$ cat config.mk
export PLATFORM = sky130hd
export DESIGN_NAME = button_events
export DESIGN_NICKNAME = d
export VERILOG_FILES = /design/src/rtl/button_events.sv
export SDC_FILE = /design/constraint.sdc
export NUM_CORES = 1
export LEC_CHECK = 0
export ABC_AREA = 0
export BUFFER_PORTS_ARGS = -buffer_cell sky130_fd_sc_hd__clkbuf_2
export CAP_MARGIN = 20
export CORE_MARGIN = 5
export CORE_UTILIZATION = 35
export CTS_BUF_LIST = sky130_fd_sc_hd__clkbuf_16
export DETAILED_ROUTE_END_ITERATION = 8
export GPL_ROUTABILITY_DRIVEN = 0
export MAX_ROUTING_LAYER = met4
export PLACE_DENSITY_LB_ADDON = 0.08
export SYNTH_ARGS = -nofsm -noshare
export SYNTH_HDL_FRONTEND = slang
export SYNTH_SLANG_ARGS = --single-unit
$ cat constraint.sdc
create_clock -name clk -period 2.2 [get_ports clk]
set_input_delay 0.44 -clock clk [delete_from_list [all_inputs] [get_ports clk]]
set_output_delay 0.44 -clock clk [all_outputs]
set_load 0.01 [all_outputs]
$ cat src/rtl/button_events.sv
// button_events: classify a debounced button level into press/release/short/double/long/repeat strobes
module button_events #(
    parameter int LONG_CNT = 50_000_000,
    parameter int DBL_CNT  = 12_500_000,
    parameter int RPT_CNT  = 5_000_000,
    parameter int CW       = 32
) (
    input  logic clk,
    input  logic rst,
    input  logic btn,
    output logic press,
    output logic released,
    output logic short_press,
    output logic double_click,
    output logic long_press,
    output logic repeat_tick,
    output logic held
);
    typedef enum logic [2:0] {IDLE, DOWN1, GAP, DOWN2, LONG} state_t;

    localparam logic [CW-1:0] LONG_M1 = CW'(LONG_CNT - 1);
    localparam logic [CW-1:0] DBL_M1  = CW'(DBL_CNT - 1);
    localparam logic [CW-1:0] RPT_M1  = CW'(RPT_CNT - 1);
    localparam logic          RPT_ON  = RPT_CNT != 0;

    state_t        state;
    logic [CW-1:0] cnt;
    logic          btn_q;
    logic          rise;
    logic          fall;

    assign rise = btn & ~btn_q;
    assign fall = ~btn & btn_q;
    assign held = btn_q;

    // Event FSM: one shared counter cleared on every state entry, all strobes registered
    always_ff @(posedge clk) begin
        if (rst) begin
            state        <= IDLE;
            cnt          <= '0;
            btn_q        <= 1'b0;
            press        <= 1'b0;
            released     <= 1'b0;
            short_press  <= 1'b0;
            double_click <= 1'b0;
            long_press   <= 1'b0;
            repeat_tick  <= 1'b0;
        end else begin
            btn_q        <= btn;
            press        <= 1'b0;
            released     <= 1'b0;
            short_press  <= 1'b0;
            double_click <= 1'b0;
            long_press   <= 1'b0;
            repeat_tick  <= 1'b0;
            case (state)
                IDLE: if (rise) begin
                    press <= 1'b1;
                    state <= DOWN1;
                    cnt   <= '0;
                end
                DOWN1: if (fall) begin
                    released <= 1'b1;
                    state    <= GAP;
                    cnt      <= '0;
                end else if (cnt == LONG_M1) begin
                    long_press <= 1'b1;
                    state      <= LONG;
                    cnt        <= '0;
                end else begin
                    cnt <= cnt + 1'b1;
                end
                GAP: if (rise) begin
                    press        <= 1'b1;
                    double_click <= 1'b1;
                    state        <= DOWN2;
                    cnt          <= '0;
                end else if (cnt == DBL_M1) begin
                    short_press <= 1'b1;
                    state       <= IDLE;
                    cnt         <= '0;
                end else begin
                    cnt <= cnt + 1'b1;
                end
                DOWN2: if (fall) begin
                    released <= 1'b1;
                    state    <= IDLE;
                    cnt      <= '0;
                end
                LONG: if (fall) begin
                    released <= 1'b1;
                    state    <= IDLE;
                    cnt      <= '0;
                end else if (RPT_ON && cnt == RPT_M1) begin
                    repeat_tick <= 1'b1;
                    cnt         <= '0;
                end else if (RPT_ON) begin
                    cnt <= cnt + 1'b1;
                end
                default: begin
                    state <= IDLE;
                    cnt   <= '0;
                end
            endcase
        end
    end
endmodule

==> flow_summary.ini <==
[placed_design]
dp_hpwl_um = 4580
place_area_mm2 = 0.00287
portBuffers = 9
dp_slack_ns = 0.0150
place_inst = 391

[outcome]
status = completed

[setup_path]
critical_path.cell_chain = or2_1 > or4_4 > a21boi_1 > a211o_4 > nor3_4 > clkbuf_16 > nor3_2
cp-end-kind = flip-flop
max_stage_delay_ns = 0.51
slowest_stage = or4_4
crit_type = reg2reg
required_ns = 2.37
worstPathMaxFanout = 11
rr_worst_depth = 7
cp.arrival_ns = 2.34
ff2ff_setup_slack_ns = 0.03
reg2reg_from = cnt[7]$_SDFFE_PP0P_
reg2reg_to = cnt[31]$_SDFFE_PP0P_
cp-start-kind = flip-flop

[sta]
finalHoldViolations = 0
setup_viol = 0
fmax_mhz = 461
maxSlewHeadroom_pct = 65.9
min_period_ns = 2.17
finalWorstSetupSlack_ns = 0.0318
slew_viol_final = 0
period_share_pct = 98.6
skew_ns = 0.00640
tightest_slew_ns = 0.511
rsz0062_at_grt = true

[synth]
ys_ff_latch = 42
synth_cells = 270
ys.flop_type = dfxtp_1
synth_seq_area_share_pct = 35.1
synth_common_cells = dfxtp_1, nor3_2, nor2_1
yosysTopAreaCell = dfxtp_1
synth_top_cell_area_share_pct = 35.1
yosysWarnings = 0
yosysMostFrequentCell = dfxtp_1
syn-num-nets = 274
synthDistinctLibCells = 56
synth_edf_count = 0
syn_avg_cell_area_um2 = 8.86
async_reset_ff_share_pct = 0
syn_area_mm2 = 0.00239
synth_area_leaders = dfxtp_1, nor3_2, xnor2_1

[floorplan]
pin_count = 10
die_width_um = 92.7
start_util_pct = 35.6
rows = 30
die_area_mm2 = 0.00859
core_mm2 = 0.00672
die_h_um = 92.7

[clocking]
cts_hold_buf = 0
cts_made_buffers = 5
worst_skew_pair.late_latency_ns = 0.28
cts_root_buffer = clkbuf_16
clkSinkCount = 42
htreeDepth = 2
clock_path_buffers = 2
clkTransAtPathRegs_ns = 0.06
cts_tree = yes

[route]
wl_per_cell_um = 16.0
drc_errors = 0
drtAntennaViolNets = 0
drt-pass1-iter-count = 4
routed_wl_um = 6410
drt_iter0_drc = 78
via_per_inst = 5.51
vias = 2203

[finish]
nets = 323
instances_no_fill = 400
area_growth_pct = 29.8
fillers = 670
layout-drive-gt1-share_pct = 33.8
diodes = 0
design_area_mm2 = 0.00311

[worst_hold_path]
min_from = btn
min_to = held$_SDFF_PP0_
min_path_cells = 2
hold_class = in2reg

[power_and_ir_drop]
power_density_mw_per_mm2 = 667
p_leak_uw = 0.00114
seqPwrFrac_pct = 37.7
netSwitchingFraction_pct = 24.8
pwr-share-comb_pct = 16.5
clock_power_share_pct = 45.8
switching_power_uw = 514
vdd_ir_drop_max_uv = 389
p_int_uw = 1560

[grt]
gr-usage-all-layers_pct = 16.0
grt_overflow = 0
first_global_vias = 2086
grt_pass1_wl_um = 10700
grt_max_degree = 24
antenna_found_initial = 0

[run]
maxCapViolations = 0
==> cells by family (layout without fill, tap and decap cells) <==
logic type	Yosys count	in the layout	synth area share (%)
mux	2	2	0.836
flops	42	42	35.1
fa+ha+maj	2	2	0.941
compound gates	41	41	11.9
xor+xnor	17	17	6.22
simple gates	139	139	39.4
buf+inv	27	77	5.54
==> flip-flops by register name (all words and copies together) (netlist names) <==
name / flops
cnt: 32
double_click: 1
held: 1
long_press: 1
press: 1
released: 1
repeat_tick: 1
short_press: 1
state: 3
==> per-layer routing <==
layer,vias up,wire length [µm],track usage [%],share of wire [%]
met5,-,0,-,0
met4,0,70,4.40,1.1
met3,7,119,2.19,1.9
met2,19,2850,24.1,44
met1,1071,3370,22.5,53
li1,1106,-,-,-
==> metrics by stage <==
| stage | total power (µW) | utilization [%] | hold WS [ns] | TNS [ns] |
|---|---|---|---|---|
| floorplan | 1000 | - | 0.458 | 0 |
| global placement | 1110 | 42.7 | 0.505 | 0 |
| detailed placement | 1110 | 42.7 | 0.510 | 0 |
| CTS | 2070 | 45.5 | 0.411 | 0 |
| global route | 2160 | 46.3 | 0.426 | -1.01 |
| finish | 2070 | 46.3 | 0.412 | 0 |
==> worst max-delay path: cells and delay by family, from the launching register on <==
kind | cells | cell delay [ns]
compound gates | 2 | 0.45
buf+inv | 1 | 0.24
flops | 1 | 0.31
simple gates | 4 | 1.06
==> cells in the final DEF (no fill, tap or decap), drive strengths merged, types with 2 or more instances in the layout <==
cell type and instances:
clkbuf 15, a2111oi 3, and3 7, nor4b 7, nand3 14, a31oi 6
nor2 16, nand4 11, a21oi 8, mux2i 2, xnor2 12, nand2b 4
or3b 2, and2 5, inv 5, nand4b 2, o21a 2, a211oi 8
buf 54, o21ai 5, nor3 28, nor3b 3, xor2 5, bufinv 2
and4 6, dfxtp 42, nor4bb 2, nor4 12, nand2 12
==> worst max-delay path by stage <==
stage                                   start                    to  slack (ns)
final                     cnt[7]$_SDFFE_PP0P_  cnt[31]$_SDFFE_PP0P_        0.03
after global routing      cnt[7]$_SDFFE_PP0P_  cnt[20]$_SDFFE_PP0P_       -0.06
after CTS                 cnt[0]$_SDFFE_PP0P_   cnt[4]$_SDFFE_PP0P_        0.02
after detailed placement                  btn   cnt[3]$_SDFFE_PP0P_        0.02
after global placement    cnt[7]$_SDFFE_PP0P_  cnt[27]$_SDFFE_PP0P_        0.04
after floorplan           cnt[0]$_SDFFE_PP0P_  cnt[26]$_SDFFE_PP0P_       0.001
==> timing repair <==
item,CTS,global route
gates resized for setup,0,9
setup endpoints to repair,0,28
setup buffers,0,0
==> cell type report <==
class                   count  area (µm²)  share of cell area (%)
inverters                   5        18.8                   0.604
clock buffers               5         125                    4.03
flip-flops and latches     42         841                    27.1
repair buffers             64         513                    16.5
multi-input cells         201        1450                    46.5
well taps                  80         100                    3.22
clock inverters             3        63.8                    2.05
==> power by group through the flow <==
| stage | Sequential [µW] | Combinational, µW | Clock [µW] |
|---|---|---|---|
| 2_1_floorplan | 797 | 203 | 0 |
| 3_3_place_gp | 799 | 313 | 0 |
| 3_5_place_dp | 799 | 313 | 0 |
| 4_1_cts | 782 | 315 | 976 |
| 5_1_grt | 783 | 371 | 1000 |
| 6_report | 782 | 342 | 951 |
(Power assumes the default switching activity.)
